File: src/rtl/dm_cache_fsm.sv
// Direct-mapped write-back cache controller: 1024 lines x 4 words, external tag/data arrays.
// Define DM_CACHE_STATS_EN to add saturating hit_cnt / miss_cnt outputs.
module dm_cache_fsm #(
  parameter int CNT_W = 32
) (
  input  logic               clk,
  input  logic               resetn,
  input  logic               cpu_req_valid,
  input  logic               cpu_req_rw,
  input  logic [31:0]        cpu_req_addr,
  input  logic [31:0]        cpu_req_data,
  output logic               cpu_req_ready,
  output logic               cpu_res_ready,
  output logic [31:0]        cpu_res_data,
  output logic               mem_req_valid,
  output logic               mem_req_rw,
  output logic [31:0]        mem_req_addr,
  output logic [127:0]       mem_req_data,
  input  logic               mem_data_ready,
  input  logic [127:0]       mem_data,
  output logic [9:0]         arr_index,
  output logic               data_we,
  output logic [127:0]       data_write,
  input  logic [127:0]       data_read,
  output logic               tag_we,
  output logic [19:0]        tag_write,
  input  logic [19:0]        tag_read
`ifdef DM_CACHE_STATS_EN
  ,
  output logic [CNT_W-1:0]   hit_cnt,
  output logic [CNT_W-1:0]   miss_cnt
`endif
);

  typedef enum logic [1:0] {IDLE, COMPARE, WRITE_BACK, ALLOCATE} state_t;

  state_t      state;
  logic        req_rw;
  logic [31:2] req_addr;
  logic [31:0] req_data;
  logic [17:0] victim_tag;
  logic        refill;

  logic [17:0] req_tag;
  logic [9:0]  req_index;
  logic [1:0]  req_word;
  logic        hit;
  logic        victim_dirty;
  logic        unused_addr_bits;

  localparam int unused_cnt_w = CNT_W;

  assign req_tag          = req_addr[31:14];
  assign req_index        = req_addr[13:4];
  assign req_word         = req_addr[3:2];
  assign hit              = tag_read[19] && (tag_read[17:0] == req_tag);
  assign victim_dirty     = tag_read[19] && tag_read[18];
  assign unused_addr_bits = ^cpu_req_addr[1:0];

  assign cpu_req_ready = (state == IDLE);
  assign arr_index     = (state == IDLE) ? cpu_req_addr[13:4] : req_index;

  // Memory side is decoded from registered state only, so it drops with reset.
  always_comb begin
    mem_req_valid = 1'b0;
    mem_req_rw    = 1'b0;
    mem_req_addr  = '0;
    mem_req_data  = '0;
    case (state)
      WRITE_BACK: begin
        mem_req_valid = 1'b1;
        mem_req_rw    = 1'b1;
        mem_req_addr  = {victim_tag, req_index, 4'b0000};
        mem_req_data  = data_read;
      end
      ALLOCATE: begin
        mem_req_valid = 1'b1;
        mem_req_addr  = {req_tag, req_index, 4'b0000};
      end
      default: ;
    endcase
  end

  always_comb begin
    cpu_res_ready = 1'b0;
    cpu_res_data  = '0;
    data_we       = 1'b0;
    data_write    = '0;
    tag_we        = 1'b0;
    tag_write     = '0;
    case (state)
      COMPARE: begin
        if (hit) begin
          cpu_res_ready = 1'b1;
          if (req_rw) begin
            data_we                           = 1'b1;
            data_write                        = data_read;
            data_write[{req_word, 5'b0} +: 32] = req_data;
            tag_we                            = 1'b1;
            tag_write                         = {2'b11, req_tag};
          end else begin
            cpu_res_data = data_read[{req_word, 5'b0} +: 32];
          end
        end
      end
      ALLOCATE: begin
        if (mem_data_ready) begin
          data_we    = 1'b1;
          data_write = mem_data;
          tag_we     = 1'b1;
          tag_write  = {2'b10, req_tag};
        end
      end
      default: ;
    endcase
  end

  always_ff @(posedge clk or negedge resetn) begin
    if (!resetn) begin
      state      <= IDLE;
      req_rw     <= 1'b0;
      req_addr   <= '0;
      req_data   <= '0;
      victim_tag <= '0;
      refill     <= 1'b0;
    end else begin
      case (state)
        IDLE: begin
          if (cpu_req_valid) begin
            req_rw   <= cpu_req_rw;
            req_addr <= cpu_req_addr[31:2];
            req_data <= cpu_req_data;
            refill   <= 1'b0;
            state    <= COMPARE;
          end
        end
        COMPARE: begin
          if (hit) begin
            state <= IDLE;
          end else begin
            victim_tag <= tag_read[17:0];
            state      <= victim_dirty ? WRITE_BACK : ALLOCATE;
          end
        end
        WRITE_BACK: begin
          if (mem_data_ready) state <= ALLOCATE;
        end
        ALLOCATE: begin
          if (mem_data_ready) begin
            refill <= 1'b1;
            state  <= COMPARE;
          end
        end
        default: state <= IDLE;
      endcase
    end
  end

`ifdef DM_CACHE_STATS_EN
  // The compare that follows a refill is not a new lookup, so it is not counted.
  always_ff @(posedge clk or negedge resetn) begin
    if (!resetn) begin
      hit_cnt  <= '0;
      miss_cnt <= '0;
    end else if (state == COMPARE && !refill) begin
      if (hit) begin
        if (hit_cnt != '1) hit_cnt <= hit_cnt + 1'b1;
      end else begin
        if (miss_cnt != '1) miss_cnt <= miss_cnt + 1'b1;
      end
    end
  end
`endif

endmodule

File: config.mk
export PLATFORM = sky130hd
export DESIGN_NAME = dm_cache_fsm
export DESIGN_NICKNAME = d
export VERILOG_FILES = /design/src/rtl/dm_cache_fsm.sv
export SDC_FILE = /design/constraint.sdc
export NUM_CORES = 1
export LEC_CHECK = 0
export ABC_AREA = 1
export CELL_PAD_IN_SITES_DETAIL_PLACEMENT = 0
export CELL_PAD_IN_SITES_GLOBAL_PLACEMENT = 1
export CORE_AREA = 2 2 276 278
export CTS_CLUSTER_SIZE = 14
export DETAILED_ROUTE_END_ITERATION = 7
export DIE_AREA = 0 0 278 280
export DONT_BUFFER_PORTS = 1
export PLACE_DENSITY = 0.45
export SYNTH_ARGS = -nofsm -noshare
export SYNTH_HDL_FRONTEND = slang
export SYNTH_SLANG_ARGS = --single-unit
File: constraint.sdc
create_clock -name clk -period 2.9 [get_ports clk]
set_input_delay 0.435 -clock clk [delete_from_list [all_inputs] [get_ports clk]]
set_output_delay 0.435 -clock clk [all_outputs]
set_load 0.03 [all_outputs]
==> impl_results.md <==
* Pint at just under 6 mW
* Count of cell types in the netlist at 28
* Max Cap Viol at 0
* Global-route wire length before repair at between 100000 and 150000 µm
* Peak supply drop at 0.594 mV
* Die Y at roughly 280 µm
* Max Freq at approximately 340 MHz
* Crit path buffers/inverters at 5
* Largest net degree at the start of global routing at between 80 and 90
* Max_slew headroom at between 50 and 60%
* Initial antenna violation count at 4
* Initial core utilization at between 10% and 20%
* DP Area at ~14000 µm²
* Placed insts at roughly 3000
* Post-route ant nets at 0
* # IOs at between 700 and 800
* Startpoint types: flip-flop
* Clk sinks at 83
* CTS buffer count at 9
* Net Sw Power at 8.64 mW
* Final Core Density at a little over a fifth
* DRC at 0
* EDFF count, synth at 0
* Clock edge transition at the registers on the reported setup and hold paths at about 80 ps
* Avg Cell Area, Syn at ~5.3 µm²
* Seq cells post-synth at 83
* Via count at 14028
* Sequential power share at 15.0%
* Comb power frac at between 70% and 80%
* Final setup margin at -64.4 ps
* Worst path slowest cell: dfrtp_4
* Final slew viol count at 0
* Clk root buf: clkbuf_16
* Pwr dens at around 900 nW/µm²
* Routed wire length at 78900 µm
* HPWL after DPL at between 60000 and 70000 µm
* Count of final setup violators at 4
* First-pass iteration count of the detailed router at 5
* Hold WC Path Type: in -> reg
* Leak at 8.77 nW
* Final min period at ~3000 ps
* Hold_ws at between 150 and 200 ps
* Tightest Pin Transition at roughly 750 ps
* Worst endpoint required time at between 2000 and 2500 ps
* Final Hold Fails at 0
* Final worst-path cycle share at 102%
* Clk_lat worst skew at approximately 400 ps
* Crit-path cells: inv_4 > ha_4 > buf_6 > nand3_4 > nand3b_1 > buf_6 > buf_12 > o22ai_2 > nand4_1 > nand2_2 > buf_12
* Area grow syn2layout at 60.4%
* H-tree levels at 3
* CTS tree: built
* Outcome: finished, violations left
* Global-route usage over all layers at 19.1%
* Die X at roughly 280 µm
* CP top delay family: simple AND/OR/NAND/NOR gates
* Cell area after synthesis at roughly 10000 µm²
* 1st-iter DRT viols at 1075
* Grt ovf at 0
* Clock group share of total power at 9.0%
* Syn Inst Count at between 1500 and 2000
* Switching fraction of total power at between 50% and 60%
* Synth Flop Type: dfrtp_1
* Routed WL per cell at around 25 µm
* Buffers added on ports at 0
* Worst Skew at around 16 ps
* Flop-to-flop setup slack at around 580 ps
* Placeable Area at 75200 µm²
* Sequential share of the synthesized area at 20.3%
* Layout cells sized above 1 at roughly a quarter
* Critical setup path kind: reg -> out
* Critical path arrival at approximately 2500 ps
* Setup crit end kind: primary output
* RePlAce Congestion at 0.864
* Unrepaired setup endpoints after global routing: yes
* Yosys warns at 0
* Site row count at around 100
* Async set-reset flop share out of synthesis at 100%
* Largest stage delay on the critical path at about 440 ps
* Clk buf depth at 2
* Post-route cell area at 16400 µm²
* Filler Cells Inserted at 8668
* Final cell count without fillers at 3097
* Die ar. at 77800 µm²
* Failing checks: setup timing
* DR vias/cell at between 4 and 5
* Nets at between 2000 and 2500
* Vias in the first global route at about 13000
* Peak fanout along the critical path at 7
* Power, Total at roughly 14 mW
==> flip-flops by register name, summed over array words and instances, names as in the netlist <==
signal	cells
state	2
victim_tag	18
req_rw	1
req_addr	30
req_data	32
==> kinds of logic after synthesis <==
group / synth area share [%]
compound gates: 19.2
fa+ha+maj: 1.10
buf+inv: 20.3
flops: 20.3
other cells: 0.0366
simple gates: 39.1
==> power groups by stage <==
stage	clock (mW)	sequential (mW)	combinational (mW)
3_5_place_dp	0	2.21	9.79
2_1_floorplan	0	2.00	6.04
5_1_grt	1.40	2.24	11.8
4_1_cts	1.38	2.17	10.5
6_report	1.30	2.18	11.0
3_3_place_gp	0	2.20	9.76
==> worst paths after layout <==
kind | from | endpoint | depth (start not counted)
max | req_addr[2]$_DFFE_PN0P_ | data_write[68] | 11
min | tag_read[15] | victim_tag[15]$_DFFE_PN0P_ | 2
max reg2reg | req_addr[19]$_DFFE_PN0P_ | state[1]$_DFFE_PN0P_ | 14
min reg2reg | victim_tag[12]$_DFFE_PN0P_ | victim_tag[12]$_DFFE_PN0P_ | 2
max in group asynchronous | resetn | req_addr[2]$_DFFE_PN0P_ | 2
min in group asynchronous | resetn | victim_tag[8]$_DFFE_PN0P_ | 2
==> cells in the final DEF, fill, tap and decap left out, drive strengths merged, types with 4 or more instances in the layout <==
master  instances
clkbuf         17
o22ai          96
o21ai         150
buf           325
a21oi         119
nand2         661
ha              9
dfrtp          83
nor2          113
inv           356
nand4         147
conb            4
nand3          28
==> final cells by class <==
class,count,area [µm²],share of cell area [%]
repair buffers,334,4460,27.2
inverters,352,1340,8.18
well taps,978,1220,7.45
flip-flops and latches,83,2090,12.7
clock buffers,9,225,1.37
clock inverters,7,66.3,0.403
multi-input cells,1333,7030,42.7
diodes,1,2.50,0.0152
==> metrics by stage <==
stage	TNS, ps	setup WS, ps
CTS	-1050	-70.0
global route	-4960	-122
finish	-115	-64.4
floorplan	0	211
detailed placement	-370	-283
global placement	-372	-268
==> worst reg2reg max path: cells and delay by family, from the launching register on <==
kind | cells | cell delay (ps)
flip-flops | 1 | 400
AND/OR/NAND/NOR | 10 | 1340
buffers and inverters | 4 | 470
==> per-layer routing <==
layer	GRT usage (%)	up-vias	wire [µm]
met3	5.80	49	6920
met5	0	-	49
met1	23.4	6819	32300
li1	-	6487	-
met4	3.08	8	1130
met2	33.2	665	38500
==> synth_stat cells, drive strengths merged (9+ instances only) <==
master  count  share of area (%)
a21oi     119                5.8
nand3      28                1.5
clkbuf    122                4.5
nor2      113                4.2
dfrtp      83                 20
o22ai      96                5.9
buf        42                2.9
nand4     147                9.0
o21ai     150                7.3
ha          9                1.1
nand2     661                 24
inv       350                 13
==> what timing repair did <==
action                                  in CTS  in global routing
endpoints found under the hold margin       83                  0
gates cloned                                 4                  8
pin swaps                                   45                 74
endpoints found under the setup margin     152                162
setup buffers                               32                 19
resized for setup                          109                236
hold buffers                                 2                  0
Note: power is estimated with default switching activity, not from simulation.
